==> src/rtl/maxpool_relu_layer.sv <==
// maxpool_relu_layer: 2x2 signed max-pool followed by ReLU over KERNEL_COUNT square feature maps.
// One window per 6 cycles: four synchronous reads, a capture cycle and a single write.
module maxpool_relu_layer #(
    parameter int KERNEL_COUNT = 4,
    parameter int FM_SIZE      = 13,
    parameter int DATA_W       = 8,
    parameter int ADDR_W       = $clog2(KERNEL_COUNT*16+256)
) (
    input  logic              clk,
    input  logic              rst,
    input  logic              start,
    input  logic [ADDR_W-1:0] src_base,
    input  logic [ADDR_W-1:0] dst_base,
    output logic [ADDR_W-1:0] rd_addr,
    input  logic [DATA_W-1:0] rd_data,
    output logic              wr_en,
    output logic [ADDR_W-1:0] wr_addr,
    output logic [DATA_W-1:0] wr_data,
    output logic              done
);
    localparam int P = FM_SIZE / 2;

    typedef enum logic [2:0] {IDLE, RD0, RD1, RD2, RD3, CAP, WR, DONE} state_t;
    state_t state, state_n;

    logic [15:0] k, pr, pc, k_n, pr_n, pc_n;
    logic [ADDR_W-1:0] src_q, dst_q, src_n, a_nxt, rd_off, wa;
    logic signed [DATA_W-1:0] acc, m, rd_s;
    logic accept, last, adv, row_end, map_end;

    always_ff @(posedge clk or posedge rst)
        if (rst) state <= IDLE;
        else     state <= state_n;

    always_comb begin
        accept  = start && (state == IDLE || state == DONE);
        row_end = pc == 16'(P-1);
        map_end = row_end && pr == 16'(P-1);
        last    = map_end && k == 16'(KERNEL_COUNT-1);
        adv     = state == WR && !last;
        state_n = state;
        case (state)
            IDLE, DONE: state_n = accept ? RD0 : state;
            RD0:        state_n = RD1;
            RD1:        state_n = RD2;
            RD2:        state_n = RD3;
            RD3:        state_n = CAP;
            CAP:        state_n = WR;
            WR:         state_n = last ? DONE : RD0;
            default:    state_n = IDLE;
        endcase
        pc_n  = accept ? '0 : adv ? (row_end ? '0 : pc + 16'd1) : pc;
        pr_n  = accept ? '0 : (adv && row_end) ? (map_end ? '0 : pr + 16'd1) : pr;
        k_n   = accept ? '0 : (adv && map_end) ? k + 16'd1 : k;
        src_n = accept ? src_base : src_q;
        // Address of the window being entered, so rd_addr is already valid in RD0.
        a_nxt = ADDR_W'(32'(src_n) + 32'(k_n)*FM_SIZE*FM_SIZE + 32'(pr_n)*2*FM_SIZE + 32'(pc_n)*2);
        rd_off = state_n == RD1 ? ADDR_W'(1) :
                 state_n == RD2 ? ADDR_W'(FM_SIZE) :
                 state_n == RD3 ? ADDR_W'(FM_SIZE+1) : '0;
        wa    = ADDR_W'(32'(dst_q) + 32'(k)*P*P + 32'(pr)*P + 32'(pc));
        rd_s  = signed'(rd_data);
        m     = rd_s > acc ? rd_s : acc;
    end

    always_ff @(posedge clk or posedge rst)
        if (rst) begin
            src_q   <= '0;
            dst_q   <= '0;
            k       <= '0;
            pr      <= '0;
            pc      <= '0;
            acc     <= '0;
            rd_addr <= '0;
            wr_en   <= 1'b0;
            wr_addr <= '0;
            wr_data <= '0;
            done    <= 1'b0;
        end else begin
            src_q <= src_n;
            dst_q <= accept ? dst_base : dst_q;
            k     <= k_n;
            pr    <= pr_n;
            pc    <= pc_n;
            if (state_n inside {RD0, RD1, RD2, RD3}) rd_addr <= a_nxt + rd_off;
            acc   <= state == RD1 ? rd_s : (state inside {RD2, RD3, CAP}) ? m : acc;
            wr_en <= state == CAP;
            if (state == CAP) begin
                wr_addr <= wa;
                wr_data <= m[DATA_W-1] ? '0 : m;
            end
            done  <= state_n == DONE;
        end
endmodule

==> config.mk <==
export PLATFORM = sky130hd
export DESIGN_NAME = maxpool_relu_layer
export DESIGN_NICKNAME = d
export VERILOG_FILES = /design/src/rtl/maxpool_relu_layer.sv
export SDC_FILE = /design/constraint.sdc
export NUM_CORES = 1
export LEC_CHECK = 0
export BUFFER_PORTS_ARGS = -buffer_cell sky130_fd_sc_hd__buf_2
export CAP_MARGIN = 15
export CORE_MARGIN = 1
export CORE_UTILIZATION = 62
export DETAILED_ROUTE_END_ITERATION = 6
export PLACE_DENSITY = 0.93
export REMOVE_ABC_BUFFERS = 1
export SYNTH_ARGS = -nofsm -noshare
export SYNTH_HDL_FRONTEND = slang
export SYNTH_SLANG_ARGS = --single-unit
==> constraint.sdc <==
create_clock -name clk -period 8.89 [get_ports clk]
set_input_delay 0.4445 -clock clk [delete_from_list [all_inputs] [get_ports clk]]
set_output_delay 0.4445 -clock clk [all_outputs]
set_load 0.01 [all_outputs]
==> results of run 1 <==
## logic make-up (layout without fill, tap and decap cells)
logic type | count (synthesis) | in the layout
AO/OA/AOI/OAI | 124 | 124
flip-flops | 104 | 104
XOR/XNOR | 80 | 80
adder cells (fa/ha/maj) | 135 | 135
buffers and inverters | 168 | 223
other | 1 | 1
multiplexers | 30 | 30
AND/OR/NAND/NOR | 200 | 200
## report_power, final
part / switching [mW] / leakage (nW) / internal (mW)
sequential: 0.110 / 1.35 / 0.622
clock: 0.197 / 0.146 / 0.211
combinational: 0.758 / 3.25 / 0.618
total: 1.06 / 4.74 / 1.45
## layout make-up
type | count | area [sq um]
Clock buffer | 11 | 253
Clock inverter | 5 | 47.5
Fill cell | 891 | 3820
Inverter | 148 | 558
Multi-Input combinational cell | 570 | 5030
Sequential cell | 104 | 2600
Tap cell | 172 | 215
Timing Repair Buffer | 59 | 303
## through the flow
stage / worst slack (ns) / power (mW) / utilization (%)
after floorplan: 0.886 / 1.71 / -
after detailed placement: 0.873 / 2.08 / 67.8
after CTS: 0.747 / 2.53 / 70.2
after global placement: 1.25 / 2.00 / 67.8
after global routing: 0.374 / 2.73 / 70.2
final: 0.796 / 2.52 / 70.2
## worst max-delay path, delay by kind of cell (launching register included)
kind | cells | cell delay [ns]
multiplexers | 1 | 0.26
adder cells (fa/ha/maj) | 8 | 3.17
buffers and inverters | 3 | 0.19
XOR/XNOR | 9 | 2.06
AO/OA/AOI/OAI | 2 | 0.22
flip-flops | 1 | 0.44
AND/OR/NAND/NOR | 7 | 1.61
## final timing paths
path                       slack, ns  cells past startpoint                endpoint
max                             0.80                     30  rd_addr[8]$_DFFE_PP0P_
min                             0.03                      2      src_q[1]$_DFF_PP0_
max reg2reg                     0.80                     30  rd_addr[8]$_DFFE_PP0P_
min reg2reg                     0.48                      2  wr_addr[6]$_DFFE_PP0P_
max in group asynchronous       7.53                      3          k[5]$_DFF_PP0_
min in group clk                0.28                      3    dst_q[7]$_DFFE_PP0P_
## metal layers
metal,global-route usage [%],share of wire (%),vias up
met5,0,0,-
met4,10.7,3.0,0
met3,6.69,4.7,42
met2,47.7,51,175
met1,34.7,41,3019
li1,-,-,2838
## Yosys cell counts, drive strengths merged (2+ instances only)
master / number
a21oi: 34
o21ai: 48
o21bai: 3
clkbuf: 13
o211ai: 2
nand3: 19
xor2: 18
inv: 148
a222oi: 7
nand2b: 13
nand2: 47
xnor3: 3
xor3: 2
nor3: 5
o22ai: 5
and3: 13
nor2: 54
or3: 9
a21o: 15
nand3b: 2
or2: 11
nor4: 6
nand4: 5
nor4b: 3
nor3b: 2
nor2b: 5
mux2i: 6
and4: 4
dfrtp: 104
buf: 7
ha: 84
xnor2: 57
o41ai: 2
mux2: 24
o21a: 4
fa: 51
## sequential cells by signal, summed over array words and instances, names as in the netlist
| register | cells |
|---|---|
| pc | 16 |
| rd_addr | 9 |
| acc | 8 |
| wr_addr | 9 |
| wr_data | 7 |
| dst_q | 9 |
| wr_en | 1 |
| pr | 16 |
| k | 16 |
| src_q | 9 |
| done | 1 |
| state | 3 |
==> flow_metrics.env, run 1 <==
export IMPL_drtIter0Drc=419
export IMPL_place_area_sq_um=8700
export IMPL_grt_overflow_total=0
export IMPL_yosysSeqAreaShare_pct=31.4
export IMPL_final_common_cell="inv_1"
export IMPL_cts_buffers=9
export IMPL_worst_path_most_repeated_cell="fa_1"
export IMPL_grt_max_degree=81
export IMPL_cp_end_kind="flop"
export IMPL_synth_compound_area_share_pct=9.46
export IMPL_min_period_ns=8.09
export IMPL_grt_pass1_wl_mm=30.3
export IMPL_yosys_warnings=0
export IMPL_place_congestion=0.913
export IMPL_yosysTopAreaCellShare_pct=31.4
export IMPL_synthAdderAreaFrac_pct=25.0
export IMPL_synth_edf_count=0
export IMPL_fp_dieArea_sq_um=13800
export IMPL_wl_per_cell_um=17.1
export IMPL_finalHoldViolations=0
export IMPL_drcViolationCount=0
export IMPL_p_leak_nw=4.74
export IMPL_crit_required_ns=9.14
export IMPL_die_y_um=118
export IMPL_grt_pass1_vias=6294
export IMPL_synth_top_family_by_area="adder cells"
export IMPL_cp_data_arrival_time_ns=8.35
export IMPL_worstSetupPathType="reg2reg"
export IMPL_syn2layout_area_growth_pct=8.80
export IMPL_syn_area_per_cell_sq_um=9.83
export IMPL_postCtsSetupRepairBufs=0
export IMPL_synth_xor_area_share_pct=9.42
export IMPL_clkSinkCount=104
export IMPL_crit_path_start="pc[1]$_DFF_PP0_"
export IMPL_antenna_left=0
export IMPL_final_setup_viol_count=0
export IMPL_synth_area_top_cells="dfrtp_1 (31%), ha_1 (13%), fa_1 (12%)"
export IMPL_drv_cap=0
export IMPL_cts_tree="built"
export IMPL_design_area_sq_um=9010
export IMPL_peakVddDrop_uv=230
export IMPL_dp_cells=1052
export IMPL_cts_max_level=3
export IMPL_tightest_slew_ns=1.15
export IMPL_core_area_sq_um=12800
export IMPL_wirelength_mm=18.3
export IMPL_synth_cell_type_count=62
export IMPL_syn_inst=842
export IMPL_mappedNetlistArea_sq_um=8280
export IMPL_r2r_start="pc[1]$_DFF_PP0_"
export IMPL_cts_root_buf="clkbuf_16"
export IMPL_hpwl_mm=14.1
export IMPL_min_path_type="in2async"
export IMPL_post_cts_resize_count=0
export IMPL_p_per_area_nw_per_um2=279
export IMPL_hold_ws_ns=0.0342
export IMPL_n_antenna_cell=0
export IMPL_maxSlewViolCount=0
export IMPL_dr_pass1_iters=5
export IMPL_initial_core_util_pct=64.5
export IMPL_pin_count=57
export IMPL_crit_fanout=7
export IMPL_nets=1056
export IMPL_synthFlopType="dfrtp_1"
export IMPL_post_synth_and_or_nand_nor_area_fraction_pct=12.7
export IMPL_finClkSkew_ns=0.0126
export IMPL_track_usage_pct=28.1
export IMPL_final_cell_mix="inv_1 (146), dfrtp_1 (104), ha_1 (84)"
export IMPL_fin_cells=1069
export IMPL_relSlewSlack_pct=23.4
export IMPL_drive_above_1_share_pct=12.2
export IMPL_clkLatencyLatePin_ns=0.37
export IMPL_finalCritPeriodShare_pct=91.0
export IMPL_avgViaCountPerCell=5.68
export IMPL_clockBufferDepth=2
export IMPL_slowest_delay_ns=0.52
export IMPL_portBuffers=55
export IMPL_clkTransAtPathRegs_ns=0.07
export IMPL_yosysTopAreaCell="dfrtp_1"
export IMPL_crit_path_start_kind="flop"
export IMPL_postCtsHoldBufs=0
export IMPL_synthArstFlopShare_pct=100
export IMPL_rsz0062_at_grt="no"
export IMPL_grt_antenna_before_repair=0
export IMPL_cp_slowest_cell="fa_1"
export IMPL_fmax_mhz=124
export IMPL_placementRows=41
export IMPL_synth_seq_cells=104
export IMPL_num_vias=6074
export IMPL_status="finished, final reports clean"
export IMPL_setup_tns_final_ns=0
export IMPL_synthMuxAreaShare_pct=4.04
export IMPL_die_w_um=118
(Power assumes the default switching activity.)
==> run 2, diff against run 1 <==
CORE_UTILIZATION = 64   (was 62)
CTS_BUF_LIST = sky130_fd_sc_hd__clkbuf_4   (was default)
PLACE_DENSITY = 0.95   (was 0.93)
==> flow_metrics.env, run 2 (synthesis results as in run 1) <==
export IMPL_status="finished, final reports clean"
export IMPL_grt_overflow_total=0
export IMPL_grt_max_degree=83
export IMPL_maxSlewViolCount=0
export IMPL_fillers=928
export IMPL_final_common_cell="inv_1"
export IMPL_cp_data_arrival_time_ns=8.60
export IMPL_grt_pass1_wl_mm=28.0
export IMPL_cts_tree="built"
export IMPL_dr_pass1_iters=5
export IMPL_placementRows=41
export IMPL_avgViaCountPerCell=5.58
export IMPL_rsz0062_at_grt="no"
export IMPL_drcViolationCount=0
export IMPL_drive_above_1_share_pct=11.8
export IMPL_clockBufferDepth=2
export IMPL_cp_slowest_cell="dfrtp_1"
export IMPL_hpwl_mm=13.7
export IMPL_fmax_mhz=123
export IMPL_pwr_share_seq_pct=31.6
export IMPL_power_switching_mw=1.01
export IMPL_fp_dieArea_sq_um=13400
export IMPL_cp_num_buf_inv=2
export IMPL_worstSetupPathType="reg2reg"
export IMPL_crit_path_start_kind="flop"
export IMPL_crit_required_ns=9.34
export IMPL_internal_power_mw=1.29
export IMPL_nets=1056
export IMPL_wirelength_mm=17.0
export IMPL_clkLatencyLatePin_ns=0.54
export IMPL_syn2layout_area_growth_pct=6.71
export IMPL_die_y_um=116
export IMPL_grt_pass1_vias=5912
export IMPL_p_leak_nw=4.66
export IMPL_antenna_left=0
export IMPL_finalCritPeriodShare_pct=91.6
export IMPL_drtIter0Drc=429
export IMPL_min_period_ns=8.14
export IMPL_relSlewSlack_pct=23.3
export IMPL_cts_max_level=3
export IMPL_portBuffers=55
export IMPL_die_w_um=116
export IMPL_core_area_sq_um=12600
export IMPL_pin_count=57
export IMPL_combinationalPowerShare_pct=58.1
export IMPL_clkSinkCount=104
export IMPL_regToRegSetupSlack_ns=0.75
export IMPL_power_frac_clock_pct=10.3
export IMPL_final_cell_mix="inv_1 (146), dfrtp_1 (104), ha_1 (84)"
export IMPL_grt_antenna_before_repair=0
export IMPL_finalHoldViolations=0
export IMPL_num_vias=5971
export IMPL_clkTransAtPathRegs_ns=0.19
export IMPL_tightest_slew_ns=1.15
export IMPL_place_congestion=0.931
export IMPL_crit_fanout=6
export IMPL_wl_per_cell_um=15.9
export IMPL_cts_root_buf="clkbuf_4"
export IMPL_reg_top3="k (16), pc (16), pr (16)"
export IMPL_track_usage_pct=27.7
export IMPL_drv_cap=0
export IMPL_switching_share_pct=44.0
export IMPL_setup_tns_final_ns=0
export IMPL_peakVddDrop_uv=222
export IMPL_initial_core_util_pct=65.6
export IMPL_crit_family="adder cells"
export IMPL_slowest_delay_ns=0.56
export IMPL_p_per_area_nw_per_um2=260
export IMPL_final_setup_viol_count=0
export IMPL_cp_end_kind="flop"
export IMPL_finClkSkew_ns=0.0295
export IMPL_postLayoutCoreUtil_pct=70.0
export IMPL_min_path_type="in2reg"
export IMPL_cts_buffers=9
run 2: final cells by class:
type	instances	area [sq um]	share of cell area, %
Clock buffer	9	67.6	0.765
Tap cell	172	215	2.44
Sequential cell	104	2600	29.5
Clock inverter	7	55.1	0.623
Inverter	148	558	6.32
Antenna cell	1	2.50	0.0283
Multi-Input combinational cell	570	5030	56.9
Timing Repair Buffer	59	305	3.46
run 2: per-stage QoR:
| stage | area (sq um) | worst slack, ns | std cells | hold WS [ns] | total power, mW |
|---|---|---|---|---|---|
| after floorplan | 8180 | 0.886 | 822 | 0.471 | 1.71 |
| after global placement | 8690 | 1.23 | 1051 | 0.414 | 2.00 |
| after detailed placement | 8690 | 0.784 | 1051 | 0.419 | 2.08 |
| after CTS | 8830 | 0.766 | 1068 | 0.108 | 2.32 |
| after global routing | 8830 | 0.397 | 1069 | 0.115 | 2.54 |
| final | 8830 | 0.745 | 1070 | 0.112 | 2.30 |
run 2: final timing paths:
check / startpoint / endpoint / cells after the start
setup / recovery: k[0]$_DFF_PP0_ / rd_addr[8]$_DFFE_PP0P_ / 28
min in group asynchronous: rst / src_q[2]$_DFF_PP0_ / 3
hold / removal: dst_base[6] / dst_q[6]$_DFFE_PP0P_ / 3
setup reg to reg: k[0]$_DFF_PP0_ / rd_addr[8]$_DFFE_PP0P_ / 28
hold reg to reg: wr_addr[3]$_DFFE_PP0P_ / wr_addr[3]$_DFFE_PP0P_ / 2
max in group asynchronous: rst / k[13]$_DFFE_PP0P_ / 4
run 2: what timing repair did:
action | 4_1_cts | 5_1_grt
setup endpoints to repair | 0 | 0
resized for setup | 0 | 0
setup buffers | 0 | 0
hold buffers | 1 | 0
endpoints found under the hold margin | 22 | 0
run 2: routing by layer:
metal | routed length [um] | vias up | global-route usage, %
met5 | 36 | - | 2.22
li1 | - | 2851 | -
met3 | 909 | 44 | 7.17
met4 | 657 | 2 | 11.8
met2 | 8220 | 175 | 46.0
met1 | 7150 | 2899 | 34.3
run 2: worst register-to-register path, delay by kind of cell, from the launching register on:
family,cells,cell delay (ns)
flops,1,0.56
buf+inv,2,0.13
simple gates,6,1.38
mux,1,0.26
compound gates,1,0.17
xor+xnor,9,1.98
fa+ha+maj,9,3.59
run 2: power groups by stage:
stage                     Combinational, mW  Sequential (mW)  Clock (mW)
after CTS                              1.36            0.726       0.241
after global routing                   1.53            0.747       0.262
final                                  1.34            0.727       0.236
after detailed placement               1.34            0.736           0
after floorplan                       0.973            0.741           0
after global placement                 1.27            0.731           0
==> run 3, diff against run 2 <==
GPL_ROUTABILITY_DRIVEN = 0   (was default)
REMOVE_ABC_BUFFERS = default   (was 1)
==> flow_metrics.env, run 3 (synthesis results as in run 1) <==
export IMPL_final_common_cell="inv_1"
export IMPL_min_period_ns=8.13
export IMPL_postCtsHoldBufs=1
export IMPL_postLayoutCoreUtil_pct=70.2
export IMPL_crit_required_ns=9.27
export IMPL_crit_path_start_kind="flop"
export IMPL_initial_core_util_pct=65.6
export IMPL_worstHoldStart="dst_base[4]"
export IMPL_grt_pass1_wl_mm=30.4
export IMPL_pin_count=57
export IMPL_finalCritPeriodShare_pct=91.4
export IMPL_worstSetupPathType="reg2reg"
export IMPL_relSlewSlack_pct=33.7
export IMPL_r2r_start="pc[1]$_DFF_PP0_"
export IMPL_drv_cap=0
export IMPL_finalHoldViolations=0
export IMPL_die_y_um=116
export IMPL_placementRows=41
export IMPL_wirelength_mm=18.0
export IMPL_rsz0062_at_grt="no"
export IMPL_clkSinkCount=104
export IMPL_regToRegSetupSlack_ns=0.76
export IMPL_dr_pass1_iters=7
export IMPL_regArea_sq_um=2600
export IMPL_finClkSkew_ns=0.0168
export IMPL_drcViolationCount=0
export IMPL_portBuffers=55
export IMPL_min_path_type="in2reg"
export IMPL_p_per_area_nw_per_um2=264
export IMPL_reg2reg_depth=29
export IMPL_crit_path_start="pc[1]$_DFF_PP0_"
export IMPL_final_cell_mix="inv_1 (146), dfrtp_1 (104), ha_1 (84)"
export IMPL_p_leak_nw=4.67
export IMPL_cp_end_kind="flop"
export IMPL_fp_dieArea_sq_um=13400
export IMPL_place_area_sq_um=8700
export IMPL_peakVddDrop_uv=325
export IMPL_core_area_sq_um=12600
export IMPL_fmax_mhz=123
export IMPL_multi_input_area_sq_um=5030
export IMPL_post_cts_resize_count=0
export IMPL_status="finished, final reports clean"
export IMPL_grt_pass1_vias=6427
export IMPL_wl_per_cell_um=16.8
export IMPL_drive_above_1_share_pct=12.0
export IMPL_cp_slowest_cell="fa_1"
export IMPL_clockBufferDepth=2
export IMPL_cp_data_arrival_time_ns=8.51
export IMPL_cts_max_level=3
export IMPL_antenna_left=0
export IMPL_slowest_delay_ns=0.54
export IMPL_grt_max_degree=88
export IMPL_cts_buffers=9
export IMPL_track_usage_pct=30.0
export IMPL_cts_tree="built"
export IMPL_crit_fanout=7
export IMPL_maxSlewViolCount=0
export IMPL_fillers=907
export IMPL_setup_tns_final_ns=0
export IMPL_cts_root_buf="clkbuf_4"
export IMPL_synth_fp_nets=1006
export IMPL_final_setup_viol_count=0
export IMPL_holdPathStages=3
export IMPL_hpwl_mm=14.5
export IMPL_postCtsSetupRepairBufs=0
export IMPL_nets=1059
export IMPL_die_w_um=116
export IMPL_drtIter0Drc=460
export IMPL_grt_antenna_before_repair=1
export IMPL_num_vias=6126
export IMPL_syn2layout_area_growth_pct=7.01
export IMPL_reg_top3="k (16), pc (16), pr (16)"
export IMPL_design_area_sq_um=8860
export IMPL_avgViaCountPerCell=5.71
export IMPL_grt_overflow_total=0
export IMPL_clkTransAtPathRegs_ns=0.14
export IMPL_clkLatencyLatePin_ns=0.49
export IMPL_tightest_slew_ns=0.992
-- run 3: cell types whose count changed in the layout (fill, tap and decap cells not counted) --
cell,delta
clkinv_4,-1
inv_6,-1
buf_16,+1
clkinvlp_4,+1
inv_8,-2
buf_4,+2
clkbuf_4,+2
-- run 3: layout make-up --
cell class                 count  share of cell area (%)
antenna                        1                  0.0282
timing repair buffer          62                    3.93
clock inverter                 4                   0.254
inverter                     148                    6.30
tap                          172                    2.43
multi-input combinational    570                    56.8
clock buffer                  11                   0.932
sequential                   104                    29.4
-- run 3: path summary, 6_finish.rpt --
path	end
worst max-delay path	rd_addr[8]$_DFFE_PP0P_
worst min-delay path	dst_q[4]$_DFFE_PP0P_
worst max register to register	rd_addr[8]$_DFFE_PP0P_
worst min register to register	wr_addr[0]$_DFFE_PP0P_
max in group asynchronous	k[5]$_DFF_PP0_
min in group asynchronous	wr_addr[1]$_DFFE_PP0P_
-- run 3: worst max-delay path: cells and delay by family, from the launching register on --
kind                     cells  cell delay [ns]
adder cells (fa/ha/maj)      9             3.35
XOR/XNOR                     9             1.91
AND/OR/NAND/NOR              6             1.68
flip-flops                   1             0.48
multiplexers                 1             0.26
buffers and inverters        3             0.22
AO/OA/AOI/OAI                1             0.16
-- run 3: metrics by stage --
stage | worst slack (ns) | std cells | hold slack, ns | total power [mW]
after floorplan | 0.946 | 842 | 0.471 | 1.73
after global placement | 1.21 | 1052 | 0.390 | 2.01
after detailed placement | 0.780 | 1052 | 0.392 | 2.11
after CTS | 0.736 | 1068 | 0.120 | 2.35
after global routing | 0.326 | 1072 | 0.127 | 2.58
final | 0.760 | 1072 | 0.152 | 2.34
-- run 3: metal layers --
layer  vias up  global-route usage (%)  wire, um
met5         -                       0         0
met4         0                    12.6       549
met3        53                    7.58      1070
met2       206                    51.9      9150
met1      3014                    35.8      7220
li1       2853                       -         -
-- run 3: report_power, final --
part | total [mW] | leakage (nW) | internal, mW | switching (mW)
combinational | 1.39 | 3.27 | 0.626 | 0.763
sequential | 0.735 | 1.35 | 0.620 | 0.114
clock | 0.215 | 0.0540 | 0.0606 | 0.155
